==> src/rtl/sha256_pkg.sv <==
// Shared SHA-256 constants, FSM state type and round helper functions.
package sha256_pkg;

  typedef enum logic [1:0] {
    IDLE  = 2'd0,
    ROUND = 2'd1,
    FINAL = 2'd2
  } state_e;

  localparam logic [31:0] K [0:63] = '{
    32'h428a2f98, 32'h71374491, 32'hb5c0fbcf, 32'he9b5dba5, 32'h3956c25b, 32'h59f111f1, 32'h923f82a4, 32'hab1c5ed5,
    32'hd807aa98, 32'h12835b01, 32'h243185be, 32'h550c7dc3, 32'h72be5d74, 32'h80deb1fe, 32'h9bdc06a7, 32'hc19bf174,
    32'he49b69c1, 32'hefbe4786, 32'h0fc19dc6, 32'h240ca1cc, 32'h2de92c6f, 32'h4a7484aa, 32'h5cb0a9dc, 32'h76f988da,
    32'h983e5152, 32'ha831c66d, 32'hb00327c8, 32'hbf597fc7, 32'hc6e00bf3, 32'hd5a79147, 32'h06ca6351, 32'h14292967,
    32'h27b70a85, 32'h2e1b2138, 32'h4d2c6dfc, 32'h53380d13, 32'h650a7354, 32'h766a0abb, 32'h81c2c92e, 32'h92722c85,
    32'ha2bfe8a1, 32'ha81a664b, 32'hc24b8b70, 32'hc76c51a3, 32'hd192e819, 32'hd6990624, 32'hf40e3585, 32'h106aa070,
    32'h19a4c116, 32'h1e376c08, 32'h2748774c, 32'h34b0bcb5, 32'h391c0cb3, 32'h4ed8aa4a, 32'h5b9cca4f, 32'h682e6ff3,
    32'h748f82ee, 32'h78a5636f, 32'h84c87814, 32'h8cc70208, 32'h90befffa, 32'ha4506ceb, 32'hbef9a3f7, 32'hc67178f2
  };

  localparam logic [31:0] H_INIT [0:7] = '{
    32'h6a09e667, 32'hbb67ae85, 32'h3c6ef372, 32'ha54ff53a,
    32'h510e527f, 32'h9b05688c, 32'h1f83d9ab, 32'h5be0cd19
  };

  function automatic logic [31:0] rotr(input logic [31:0] x, input int unsigned n);
    return (x >> n) | (x << (32 - n));
  endfunction

  function automatic logic [31:0] Sigma0(input logic [31:0] x);
    return rotr(x, 2) ^ rotr(x, 13) ^ rotr(x, 22);
  endfunction

  function automatic logic [31:0] Sigma1(input logic [31:0] x);
    return rotr(x, 6) ^ rotr(x, 11) ^ rotr(x, 25);
  endfunction

  function automatic logic [31:0] sigma0(input logic [31:0] x);
    return rotr(x, 7) ^ rotr(x, 18) ^ (x >> 3);
  endfunction

  function automatic logic [31:0] sigma1(input logic [31:0] x);
    return rotr(x, 17) ^ rotr(x, 19) ^ (x >> 10);
  endfunction

  function automatic logic [31:0] ch(input logic [31:0] e, input logic [31:0] f, input logic [31:0] g);
    return (e & f) ^ (~e & g);
  endfunction

  function automatic logic [31:0] maj(input logic [31:0] a, input logic [31:0] b, input logic [31:0] c);
    return (a & b) ^ (a & c) ^ (b & c);
  endfunction

endpackage

==> src/rtl/sha256_msg_sched.sv <==
// 16-word sliding message schedule window; w[0] is always the current Wt.
module sha256_msg_sched
  import sha256_pkg::*;
(
  input  logic         clk,
  input  logic         load,
  input  logic         shift,
  input  logic [511:0] block,
  output logic [31:0]  wt
);

  logic [31:0] w [0:15];
  logic [31:0] w_next;

  // W[t+16] from the window positions holding W[t+14], W[t+9], W[t+1], W[t]
  always_comb begin
    w_next = sigma1(w[14]) + w[9] + sigma0(w[1]) + w[0];
  end

  always_ff @(posedge clk) begin
    if (load) begin
      for (int unsigned i = 0; i < 16; i++) begin
        w[i] <= block[511 - 32*i -: 32];
      end
    end else if (shift) begin
      for (int unsigned i = 0; i < 15; i++) begin
        w[i] <= w[i+1];
      end
      w[15] <= w_next;
    end
  end

  assign wt = w[0];

endmodule

==> src/rtl/sha256_core.sv <==
// Iterative single-block SHA-256 compression: one round per clock, start/ready handshake.
module sha256_core
  import sha256_pkg::*;
(
  input  logic         clk,
  input  logic         rst_n,
  input  logic [511:0] message_block,
  input  logic         start,
  output logic [255:0] hash_out,
  output logic         ready
);

  state_e      state;
  logic [5:0]  t;
  logic [31:0] a, b, c, d, e, f, g, h;
  logic [31:0] wt, t1, t2;
  logic        accept;

  assign ready  = (state == IDLE);
  assign accept = ready && start;

  sha256_msg_sched u_sched (
    .clk   (clk),
    .load  (accept),
    .shift (state == ROUND),
    .block (message_block),
    .wt    (wt)
  );

  always_comb begin
    t1 = h + Sigma1(e) + ch(e, f, g) + K[t] + wt;
    t2 = Sigma0(a) + maj(a, b, c);
  end

  always_ff @(posedge clk) begin
    if (!rst_n) begin
      state    <= IDLE;
      t        <= '0;
      hash_out <= '0;
    end else begin
      case (state)
        IDLE: begin
          if (start) begin
            {a, b, c, d} <= {H_INIT[0], H_INIT[1], H_INIT[2], H_INIT[3]};
            {e, f, g, h} <= {H_INIT[4], H_INIT[5], H_INIT[6], H_INIT[7]};
            t            <= '0;
            state        <= ROUND;
          end
        end
        ROUND: begin
          h <= g;
          g <= f;
          f <= e;
          e <= d + t1;
          d <= c;
          c <= b;
          b <= a;
          a <= t1 + t2;
          t <= t + 6'd1;
          if (t == 6'd63) state <= FINAL;
        end
        FINAL: begin
          hash_out <= {H_INIT[0] + a, H_INIT[1] + b, H_INIT[2] + c, H_INIT[3] + d,
                       H_INIT[4] + e, H_INIT[5] + f, H_INIT[6] + g, H_INIT[7] + h};
          state    <= IDLE;
        end
        default: state <= IDLE;
      endcase
    end
  end

endmodule

==> config.mk <==
export PLATFORM = sky130hd
export DESIGN_NAME = sha256_core
export DESIGN_NICKNAME = d
export VERILOG_FILES = /design/src/rtl/sha256_pkg.sv /design/src/rtl/sha256_msg_sched.sv /design/src/rtl/sha256_core.sv
export SDC_FILE = /design/constraint.sdc
export NUM_CORES = 2
export LEC_CHECK = 0
export CAP_MARGIN = 20
export CORE_MARGIN = 4
export CORE_UTILIZATION = 25
export CTS_BUF_LIST = sky130_fd_sc_hd__clkbuf_2 sky130_fd_sc_hd__clkbuf_4 sky130_fd_sc_hd__clkbuf_8
export DETAILED_ROUTE_END_ITERATION = 16
export SETUP_SLACK_MARGIN = 0.15
export SLEW_MARGIN = 5
export SYNTH_ARGS = -nofsm -noshare
export SYNTH_HDL_FRONTEND = slang
export SYNTH_SLANG_ARGS = --single-unit
==> constraint.sdc <==
create_clock -name clk -period 23.4 [get_ports clk]
set_clock_uncertainty 0.05 [all_clocks]
set_input_delay 7.02 -clock clk [delete_from_list [all_inputs] [get_ports clk]]
set_output_delay 7.02 -clock clk [all_outputs]
set_load 0.005 [all_outputs]
# After elaboration in Yosys (flattened, before gate mapping)
# Memory sizes are Yosys's and may differ from the RTL's.
# Cells that the tools add are included.
# totals
ff_bits,520
latchBits,0
ram_bits,512
rom_bits,2048
in_bits,515
wordCells,132
memories,2
# op_classes
n_addsub,19
mul,0
div,0
n_lt_le_gt_ge,1
eq_ne,5
shifts,0
muxes,44
n_bitwise,44
n_reduce_logical,6
# memory_table
memory,depth,width,rd,rd_ports_with_merged_regs,wr,line_no,rtl
(name not given),64,32,1,0,0,sha256_core.sv:31,"t1 = h + Sigma1(e) + ch(e, f, g) + K[t] + wt;"
u_sched.w,16,32,16,0,16,sha256_msg_sched.sv:12,logic [31:0] w [0:15];
# op_table
op,n
2-to-1 mux 32 bit,26
case mux 32 bit (2 select lines),8
adder 32 bit,10
XOR 32 bit,9
AND 32 bit,5
adder 31 x 32 -> 32 bit (first input constant),3
adder 32 bit (first input constant),3
adder 29 x 32 -> 32 bit (first input constant),1
adder 30 x 32 -> 32 bit (first input constant),1
inverter 32 bit,1
bitwise OR 10 x 32 -> 32 bit,1
bitwise OR 13 x 32 -> 32 bit,1
bitwise OR 14 x 32 -> 32 bit,1
bitwise OR 15 x 32 -> 32 bit,1
bitwise OR 19 x 32 -> 32 bit,1
bitwise OR 21 x 32 -> 32 bit,1
bitwise OR 25 x 32 -> 32 bit,1
bitwise OR 26 x 32 -> 32 bit,1
bitwise OR 30 x 32 -> 32 bit,1
bitwise OR 7 x 32 -> 32 bit,1
XOR 32 x 22 -> 32 bit,1
XOR 32 x 29 -> 32 bit,1
bitwise OR 1 bit,16
case mux 6 bit (2 select lines),1
other kinds (16),23

# Longest topological paths before layout
# logic_depth
word_depth,9
ltp_mapped,38
depth_no_buf,36

# By module
# Synthesis repeated with hierarchy kept, for this count alone.
# unflattened
hier_cells,5691
hier_area_um2,61607.8
# by_module_without_submodules
mod,n_inst,cells_per_inst,area_per_inst_um2
sha256_core,1,3940,35300.1
sha256_msg_sched,1,1751,26307.7

# Worst setup path before layout
# Ideal clock, no wire load.
# synth_timing
path_type,input to register
start,in rst_n
end,reg a[0] (enable)
setup_time_ps,961
arrival_ps,19770
required_time_ps,22389
slack_ps,2619
stages,4
path_cell_list,inv_1 clkbuf_1 buf_1 a21oi_1
# synth_between
elab_chain_len,1
# synth_rtl
element,line_no,rtl
start: declaration,sha256_core.sv:6,"input logic rst_n,"
AND reduction 3 bit (no line),--,
end signal: assignment,sha256_core.sv:44,"{a, b, c, d} <= {H_INIT[0], H_INIT[1], H_INIT[2], H_INIT[3]};"
end signal: assignment,sha256_core.sv:58,a <= t1 + t2;
end: declaration,sha256_core.sv:15,"logic [31:0] a, b, c, d, e, f, g, h;"
# No other way between the ends.
# A chain may end at the register's enable or synchronous reset.

==> flow_metrics.py <==
metrics = {
    "floorplan": {
        "die_area_mm2": 0.249,
        "rows": 179,
        "die_y_um": 499,
        "start_util_pct": 25.2,
        "dieWidth_um": 499,
        "core_area_mm2": 0.239,
        "pin_count": 772,
    },
    "worst_setup_path": {
        "cp-end-kind": "flop",
        "worst-setup-path-type": "input pin to flop",
        "startpoint_type": "input pin",
        "crit_arrival_ns": 11.19,
        "worstPathRequired_ns": 23.94,
        "crit_fanout": 74,
    },
    "routing": {
        "wl_met2_um": 123000,
        "wl_met1_um": 107000,
        "drt_first_pass_iters": 5,
        "drt-wirelength-per-cell_um": 25.0,
        "postRouteWirelength_um": 261000,
        "route.met3.wl_um": 19300,
        "top_layer": "met5",
        "drt_iter0_markers": 5098,
        "avgViaCountPerCell": 4.82,
        "antenna_left": 0,
        "vias": 50386,
        "drc": 0,
    },
    "clock_tree": {
        "clk_path_buf_depth": 3,
        "clockRootBuffer": "clkbuf_8",
        "cts_buffers": 189,
        "clkLatencyLatePin_ns": 0.96,
        "cts_resized": 0,
        "clk_pin_slew_ns": 0.06,
        "h-tree-depth": 4,
        "cts_tree": "done",
        "clock-sinks": 1032,
        "postCtsHoldBufs": 0,
        "post_cts_buffers": 0,
    },
    "synth": {
        "synth_common_cells": "nand2_1 (1912), edfxtp_1 (768), xnor2_1 (366), nor2_1 (348), a21oi_1 (331)",
        "yosysTopAreaCellShare_pct": 38.3,
        "synth_most_common_cell": "nand2_1",
        "synthCells": 6446,
        "synth_edf_count": 768,
        "synth_top_area_cell": "edfxtp_1",
        "syn_area_per_cell_um2": 9.35,
        "synth-seq-area-share_pct": 47.0,
        "synth-seq-cells": 1032,
        "synth_area_leaders": "edfxtp_1 (38%), nand2_1 (12%), dfxtp_1 (8.8%)",
        "ys_warn_count": 0,
        "synthesis.nets": 7298,
        "synth_ff_type": "edfxtp_1",
        "synthArstFlopShare_pct": 0,
        "synth_area_mm2": 0.0603,
        "yosysUniqueCellTypes": 90,
    },
    "global_route": {
        "grtUsageTotal_pct": 20.3,
        "grt_remaining_overflow": 0,
        "grt_pass1_vias": 49765,
        "antenna_found_initial": 58,
        "grt_pass1_wl_um": 366000,
        "grt_max_degree": 217,
    },
    "cells_and_area": {
        "fillers": 24963,
        "seqCellArea_mm2": 0.0284,
        "drive_gt1_share_pct": 6.64,
        "multi_input_area_mm2": 0.0296,
        "syn_to_final_growth_pct": 25.1,
        "nets": 7956,
    },
    "timing": {
        "slew_headroom_pct": 6.89,
        "fin_tns_setup_ns": 0,
        "finalCritPeriodShare_pct": 45.5,
        "hold_viol_final": 0,
        "finalSetupViolCount": 0,
        "grt_setup_unrepaired": "no",
        "post-route-min-period_ns": 10.65,
        "worst_slack_ns": 12.75,
        "max_freq_mhz": 93.9,
        "final_max_slew_viol_count": 0,
        "fin_hold_ws_ns": 0.399,
        "tightestPinTransition_ns": 1.40,
    },
    "place": {
        "place_ws_ns": 11.80,
        "gp_congestion": 0.943,
        "hpwlAfterDp_um": 207000,
        "port_buffers": 771,
    },
    "run": {
        "drv_cap": 0,
    },
    "run_status": {
        "status": "finished, final reports clean",
    },
    "min_path": {
        "min_path_type": "flop to flop",
    },
}
[layout by cell type (no fill, tap or decap), drive strengths merged, types with 19 or more instances in the layout]
cell type / instances
a31oi: 31
xor2: 168
ha: 150
o31ai: 22
fa: 187
a211oi: 114
nand3: 53
clkbuf: 278
nor3: 64
mux2: 26
xnor2: 366
a311oi: 29
nand2b: 136
inv: 259
or3: 32
mux2i: 19
nand2: 1912
o211ai: 30
o21a: 32
a21oi: 333
edfxtp: 768
buf: 65
nor2: 348
o21ai: 266
clkdlybuf4s50: 770
nor2b: 20
and2: 96
diode: 27
a21o: 86
dfxtp: 264
and3: 36
clkinv: 50
[logic make-up (layout without fill, tap and decap cells)]
kind of cell	after synthesis	after routing	share of synthesized area, %
compound gates	1098	1098	11.6
xor+xnor	535	535	7.80
fa+ha+maj	341	341	9.39
buf+inv	617	1434	3.87
flops	1032	1032	47.0
mux	50	50	0.988
other cells	0	27	0
simple gates	2773	2773	19.3
[routing by layer]
metal	GRT usage, %	up-vias
met5	0	-
met4	8.07	40
met3	4.55	419
met2	33.8	2156
met1	25.5	24567
li1	-	23204
[registers in the layout, summed over array words and instances, names as in the netlist]
name,flops
c,32
u_sched.w,512
h,32
e,32
d,32
state,2
hash_out,256
f,32
t,6
b,32
g,32
a,32
[cell type report]
type	count	area share [%]
timing repair buffer	835	10.9
antenna	27	0.0896
sequential	1032	37.6
tap	3167	5.26
clock buffer	278	4.54
clock inverter	72	0.998
inverter	249	1.25
multi-input combinational	4797	39.3
[metrics by stage]
stage                     instance area, µm²  std cells  util [%]
after floorplan                        60300       6446         -
after detailed placement               71100      10079      29.8
after CTS                              75300      10429      31.5
after global routing                   75300      10435      31.5
after global placement                 71100      10078      29.8
final                                  75400      10457      31.6
[critical path, cell delays in order]
cell and delay (ns):
clkdlybuf4s50_1 0.57, nand2_4 0.20, nand2_4 0.65, buf_4 0.85
buf_4 0.83, buf_4 0.84
[final timing paths]
path / cells after the start / to / slack, ns / from
max reg2reg: 34 / a[31] / 13.46 / t[0]
min: 2 / hash_out[150] / 0.40 / hash_out[150]
max: 6 / u_sched.w[3][0] / 12.75 / start
min reg2reg: 2 / hash_out[150] / 0.40 / hash_out[150]
Power is left out: the tool's default activity adds up to more than one toggle a clock period on the data nets, which glitch-free logic cannot reach.
